### src/rtl/instr_fetch.sv
// Instruction fetch stage: credit-limited memory requests, an in-order response queue
// and the IF/ID pipeline register, with redirect flushing of in-flight responses.
module instr_fetch #(
    parameter logic [31:0] RESET_PC = 32'h0000_0000,
    parameter int          QDEPTH   = 2
) (
    input  logic        clk,
    input  logic        rst_n,
    output logic        imem_req_valid_o,
    input  logic        imem_req_ready_i,
    output logic [31:0] imem_req_addr_o,
    input  logic        imem_rsp_valid_i,
    input  logic [31:0] imem_rsp_data_i,
    input  logic        redirect_i,
    input  logic [31:0] redirect_pc_i,
    input  logic        stall_d_i,
    output logic        if_id_valid_o,
    output logic [31:0] if_id_instr_o,
    output logic [31:0] if_id_pc_o,
    output logic [31:0] if_id_pc_plus_4_o
);
    localparam int              PW      = $clog2(QDEPTH);
    localparam int              CW      = $clog2(QDEPTH + 1);
    localparam logic [CW:0]     CREDITS = (CW + 1)'(QDEPTH);
    localparam logic [PW-1:0]   LAST    = PW'(QDEPTH - 1);
    localparam logic [31:0]     NOP     = 32'h0000_0013;

    logic [31:0]   fetchPc_q, fetchPc_d;
    logic [CW-1:0] outstanding_q, outstanding_d;
    logic [CW-1:0] dropCount_q, dropCount_d;
    logic [CW-1:0] qCount_q, qCount_d;
    logic [PW-1:0] qHead_q, qHead_d, qTail_q, qTail_d;
    logic [PW-1:0] pcfRd_q, pcfRd_d, pcfWr_q, pcfWr_d;
    logic [31:0]   qInstr_q [QDEPTH];
    logic [31:0]   qPc_q [QDEPTH];
    logic [31:0]   pcFifo_q [QDEPTH];
    logic          ifIdValid_q, ifIdValid_d;
    logic [31:0]   ifIdInstr_q, ifIdInstr_d;
    logic [31:0]   ifIdPc_q, ifIdPc_d;

    logic reqValid, accept, rspKeep, ifIdLoad, qPop, bypass, qPush;

    function automatic logic [PW-1:0] nextPtr(input logic [PW-1:0] p);
        return (p == LAST) ? '0 : p + PW'(1);
    endfunction

    // Requests are only issued while queued plus in-flight instructions leave room,
    // so every returning response is guaranteed a queue slot.
    always_comb begin
        reqValid = rst_n & ~redirect_i &
                   (({1'b0, outstanding_q} + {1'b0, qCount_q}) < CREDITS);
        accept   = reqValid & imem_req_ready_i;
        rspKeep  = imem_rsp_valid_i & ~redirect_i & (dropCount_q == '0);
        ifIdLoad = ~ifIdValid_q | ~stall_d_i;
        qPop     = ifIdLoad & (qCount_q != '0);
        bypass   = ifIdLoad & (qCount_q == '0) & rspKeep;
        qPush    = rspKeep & ~bypass;

        fetchPc_d     = fetchPc_q;
        outstanding_d = outstanding_q + CW'(accept) - CW'(imem_rsp_valid_i);
        dropCount_d   = dropCount_q;
        qCount_d      = qCount_q;
        qHead_d       = qHead_q;
        qTail_d       = qTail_q;
        pcfRd_d       = pcfRd_q;
        pcfWr_d       = pcfWr_q;
        ifIdValid_d   = ifIdValid_q;
        ifIdInstr_d   = ifIdInstr_q;
        ifIdPc_d      = ifIdPc_q;

        if (redirect_i) begin
            fetchPc_d   = redirect_pc_i;
            dropCount_d = outstanding_q - CW'(imem_rsp_valid_i);
            qCount_d    = '0;
            qHead_d     = '0;
            qTail_d     = '0;
            pcfRd_d     = '0;
            pcfWr_d     = '0;
            ifIdValid_d = 1'b0;
            ifIdInstr_d = NOP;
        end else begin
            if (accept) begin
                fetchPc_d = fetchPc_q + 32'd4;
                pcfWr_d   = nextPtr(pcfWr_q);
            end
            if (rspKeep)
                pcfRd_d = nextPtr(pcfRd_q);
            if (imem_rsp_valid_i && (dropCount_q != '0))
                dropCount_d = dropCount_q - CW'(1);
            if (qPush)
                qTail_d = nextPtr(qTail_q);
            if (qPop)
                qHead_d = nextPtr(qHead_q);
            qCount_d = qCount_q + CW'(qPush) - CW'(qPop);
            if (ifIdLoad) begin
                if (qPop) begin
                    ifIdValid_d = 1'b1;
                    ifIdInstr_d = qInstr_q[qHead_q];
                    ifIdPc_d    = qPc_q[qHead_q];
                end else if (bypass) begin
                    ifIdValid_d = 1'b1;
                    ifIdInstr_d = imem_rsp_data_i;
                    ifIdPc_d    = pcFifo_q[pcfRd_q];
                end else begin
                    ifIdValid_d = 1'b0;
                    ifIdInstr_d = NOP;
                end
            end
        end
    end

    always_ff @(posedge clk or negedge rst_n) begin
        if (!rst_n) begin
            fetchPc_q     <= RESET_PC;
            outstanding_q <= '0;
            dropCount_q   <= '0;
            qCount_q      <= '0;
            qHead_q       <= '0;
            qTail_q       <= '0;
            pcfRd_q       <= '0;
            pcfWr_q       <= '0;
            ifIdValid_q   <= 1'b0;
            ifIdInstr_q   <= NOP;
            ifIdPc_q      <= '0;
            for (int i = 0; i < QDEPTH; i++) begin
                qInstr_q[i] <= '0;
                qPc_q[i]    <= '0;
                pcFifo_q[i] <= '0;
            end
        end else begin
            fetchPc_q     <= fetchPc_d;
            outstanding_q <= outstanding_d;
            dropCount_q   <= dropCount_d;
            qCount_q      <= qCount_d;
            qHead_q       <= qHead_d;
            qTail_q       <= qTail_d;
            pcfRd_q       <= pcfRd_d;
            pcfWr_q       <= pcfWr_d;
            ifIdValid_q   <= ifIdValid_d;
            ifIdInstr_q   <= ifIdInstr_d;
            ifIdPc_q      <= ifIdPc_d;
            if (qPush) begin
                qInstr_q[qTail_q] <= imem_rsp_data_i;
                qPc_q[qTail_q]    <= pcFifo_q[pcfRd_q];
            end
            if (accept)
                pcFifo_q[pcfWr_q] <= fetchPc_q;
        end
    end

    assign imem_req_valid_o  = reqValid;
    assign imem_req_addr_o   = fetchPc_q;
    assign if_id_valid_o     = ifIdValid_q;
    assign if_id_instr_o     = ifIdInstr_q;
    assign if_id_pc_o        = ifIdPc_q;
    assign if_id_pc_plus_4_o = ifIdPc_q + 32'd4;
endmodule
### config.mk
export PLATFORM = sky130hd
export DESIGN_NAME = instr_fetch
export DESIGN_NICKNAME = d
export VERILOG_FILES = /design/src/rtl/instr_fetch.sv
export SDC_FILE = /design/constraint.sdc
export NUM_CORES = 1
export LEC_CHECK = 0
export CORE_MARGIN = 5
export CORE_UTILIZATION = 51
export CTS_BUF_LIST = sky130_fd_sc_hd__clkbuf_4
export DETAILED_ROUTE_END_ITERATION = 10
export PLACE_DENSITY_LB_ADDON = 0.2
export RECOVER_POWER = 100
export SLEW_MARGIN = 40
export SYNTH_ARGS = -nofsm -noshare
export SYNTH_HDL_FRONTEND = slang
export SYNTH_SLANG_ARGS = --single-unit
### constraint.sdc
create_clock -name clk -period 2.83 [get_ports clk]
set_input_delay 0.7075 -clock clk [delete_from_list [all_inputs] [get_ports clk]]
set_output_delay 0.7075 -clock clk [all_outputs]
set_load 0.005 [all_outputs]
==> impl_metrics.env <==
export IMPL_status="complete, but fails checks"
export IMPL_min_path_cells=2
export IMPL_syn_area_um2=13800
export IMPL_cts_sinks=299
export IMPL_synth_distinct_cells=51
export IMPL_dieHeight_um=175
export IMPL_core_area_um2=26900
export IMPL_synth_edf_count=0
export IMPL_clockBufferDepth=3
export IMPL_worst_slew_pin_slew_ns=1.98
export IMPL_io_buffers=199
export IMPL_min_period_over_period=1.10
export IMPL_synth_async_reset_ratio=1.00
export IMPL_finalHoldViolations=0
export IMPL_finalSetupViolCount=19
export IMPL_num_rows=60
export IMPL_ant_nets=0
export IMPL_antenna_found_initial=1
export IMPL_ff2ff_path_depth=10
export IMPL_hold_class="register to register"
export IMPL_drt_total_wl_mm=33.0
export IMPL_synth_cells=1233
export IMPL_synth_area_leaders="dfrtp_1, mux2_2, mux2i_1"
export IMPL_route_detailed_vias_per_inst=5.48
export IMPL_gp_congestion=0.802
export IMPL_violations="max-capacitance violations, max-slew violations, negative setup slack"
export IMPL_path_clk_slew_ns=0.06
export IMPL_worstPathArrival_ns=2.41
export IMPL_max_freq_mhz=320
export IMPL_drt_pass1_iter_count=5
export IMPL_yosysMostFrequentCell="dfrtp_1"
export IMPL_timing_hold_ws_ns=0.473
export IMPL_drt_initial_drc_count=493
export IMPL_critPathCaptureType="output pin"
export IMPL_avgSynthCellArea_um2=11.2
export IMPL_stdcell_count=1900
export IMPL_dp_slack_ns=-0.0644
export IMPL_cts_buffers=79
export IMPL_start_util=0.515
export IMPL_cts_tree="done"
export IMPL_peakVddDrop_uv=398
export IMPL_synth_seq_cells=299
export IMPL_cts_htree_levels=3
export IMPL_whs_endpoint="if_id_instr_o[24]"
export IMPL_die_x_um=175
export IMPL_drive_gt1_frac=0.288
export IMPL_period_needed_ns=3.12
export IMPL_powerDensity_nw_per_um2=894
export IMPL_rrSetupSlack_ns=0.03
export IMPL_synthTopCellsByCount="dfrtp_1, mux2_2, nand2_1"
export IMPL_rsz0062_at_grt="yes"
export IMPL_cp_required_ns=2.12
export IMPL_dr_total_vias=10400
export IMPL_yosysTopAreaCellShare=0.535
export IMPL_clk_latency_ns=0.68
export IMPL_final_nets=1593
export IMPL_post_drt_wl_per_cell_um=17.4
export IMPL_cts_root_buf="clkbuf_4"
export IMPL_track_usage=0.217
export IMPL_drc_errors=0
export IMPL_grt_pass1_wl_mm=55.0
export IMPL_grt_pass1_vias=10700
export IMPL_holdCritStartpoint="if_id_instr_o[24]"
export IMPL_slew_headroom=-0.319
export IMPL_crit_fanout=4
export IMPL_maxCapViolCount=2
export IMPL_criticalPathCategory="register to output pin"
export IMPL_crit_path_start_kind="register"
export IMPL_reg2reg_from="qCount_q[0]"
export IMPL_die_area_um2=30500
export IMPL_synth_fp_nets=1312
export IMPL_grt_max_degree=163
export IMPL_synth_top_area_cell="dfrtp_1"
export IMPL_syn_to_final_growth_pct=28.1
export IMPL_boundaryPins=200
export IMPL_synth_flop_cell="dfrtp_1"
export IMPL_dp_hpwl_mm=21.9
export IMPL_post_route_util=0.659
export IMPL_overflow=0
export IMPL_finalWorstSetupSlack_ns=-0.292
export IMPL_finClkSkew_ns=0.0477
export IMPL_slew_violations=113
export IMPL_synth_seq_area_share=0.541
export IMPL_leakage_nw=8.05
export IMPL_placedCellCount=1747
export IMPL_regToRegEndpoint="imem_req_addr_o[2]"
export IMPL_cts_hold_buffers=0
export IMPL_ys_warn_count=0
export IMPL_finalSetupTns_ns=-3.20
[routing by layer]
metal	GRT usage	up-vias	routed length, um
met2	0.332	283	15000
met3	0.0472	46	1900
li1	-	4992	-
met1	0.313	5091	15600
met4	0.0671	0	525
met5	0	-	0
[worst max path at each step]
stage	from	endpoint
floorplan	outstanding_q[0]	outstanding_q[1]
global placement	outstanding_q[0]	imem_req_valid_o
detailed placement	outstanding_q[0]	imem_req_valid_o
CTS	qCount_q[0]	imem_req_valid_o
global route	if_id_pc_o[2]	if_id_pc_plus_4_o[27]
finish	if_id_pc_o[2]	if_id_pc_plus_4_o[27]
[cell type report]
cell class	count	area [um^2]
sequential	299	7490
clock buffer	116	871
fill	2184	9150
inverter	16	62.6
clock inverter	9	91.3
multi-input combinational	838	6160
timing repair buffer	280	2620
tap	341	427
antenna	1	2.50
[registers in the layout, indices dropped and copies added, names as in the netlist]
name	count
imem_req_addr_o	32
pcFifo_q	64
qHead_q	1
pcfWr_q	1
if_id_valid_o	1
pcfRd_q	1
if_id_pc_o	32
qInstr_q	64
qCount_q	2
qPc_q	64
dropCount_q	2
outstanding_q	2
if_id_instr_o	32
qTail_q	1
[cells by family (layout without fill, tap and decap cells)]
family | after synthesis | in the layout | synth area share
xor+xnor | 41 | 41 | 0.0259
compound gates | 235 | 235 | 0.100
other cells | 0 | 1 | 0
fa+ha+maj | 9 | 9 | 0.00868
simple gates | 306 | 306 | 0.100
buf+inv | 96 | 421 | 0.0293
mux | 247 | 247 | 0.195
flops | 299 | 299 | 0.541
[placed cells by master, fill, tap and decap left out, types with 49 or more instances in the layout]
cell             netlist  final
dfrtp_1              296    294
clkdlybuf4s50_1        0    105
dlygate4sd3_1          0     63
nor2_1                59     53
mux2i_1               68     68
nand2_1              157    153
clkbuf_4               0    118
buf_4                  4     49
o21ai_0              120    119
mux2_2               179    179
[critical path, stage by stage, from the launching register on]
cell	delay [ns]
dfrtp_1	0.41
buf_6	0.11
and3_4	0.20
nand3_4	0.10
nor4_4	0.29
buf_4	0.18
buf_6	0.10
nand3_2	0.09
xnor2_2	0.15
buf_2	0.13
[per-stage QoR]
stage          instance area (um^2)  power (W)
4_1_cts                       17700     0.0161
2_1_floorplan                 13800    0.00975
5_1_grt                       17700     0.0170
3_5_place_dp                  16500     0.0124
3_3_place_gp                  16500     0.0122
6_report                      17700     0.0159
[power breakdown]
part           total [W]  internal, W  leakage (nW)  switching, W
clock network    0.00367      0.00203         0.584       0.00164
logic            0.00558      0.00303          3.59       0.00255
registers        0.00660      0.00562          3.87      0.000976
[repair_timing]
item	4_1_cts	5_1_grt
pin swaps	21	16
setup buffers	23	10
resized for setup	136	25
endpoints found under the setup margin	28	57
Power figures use the tool's default switching activity.
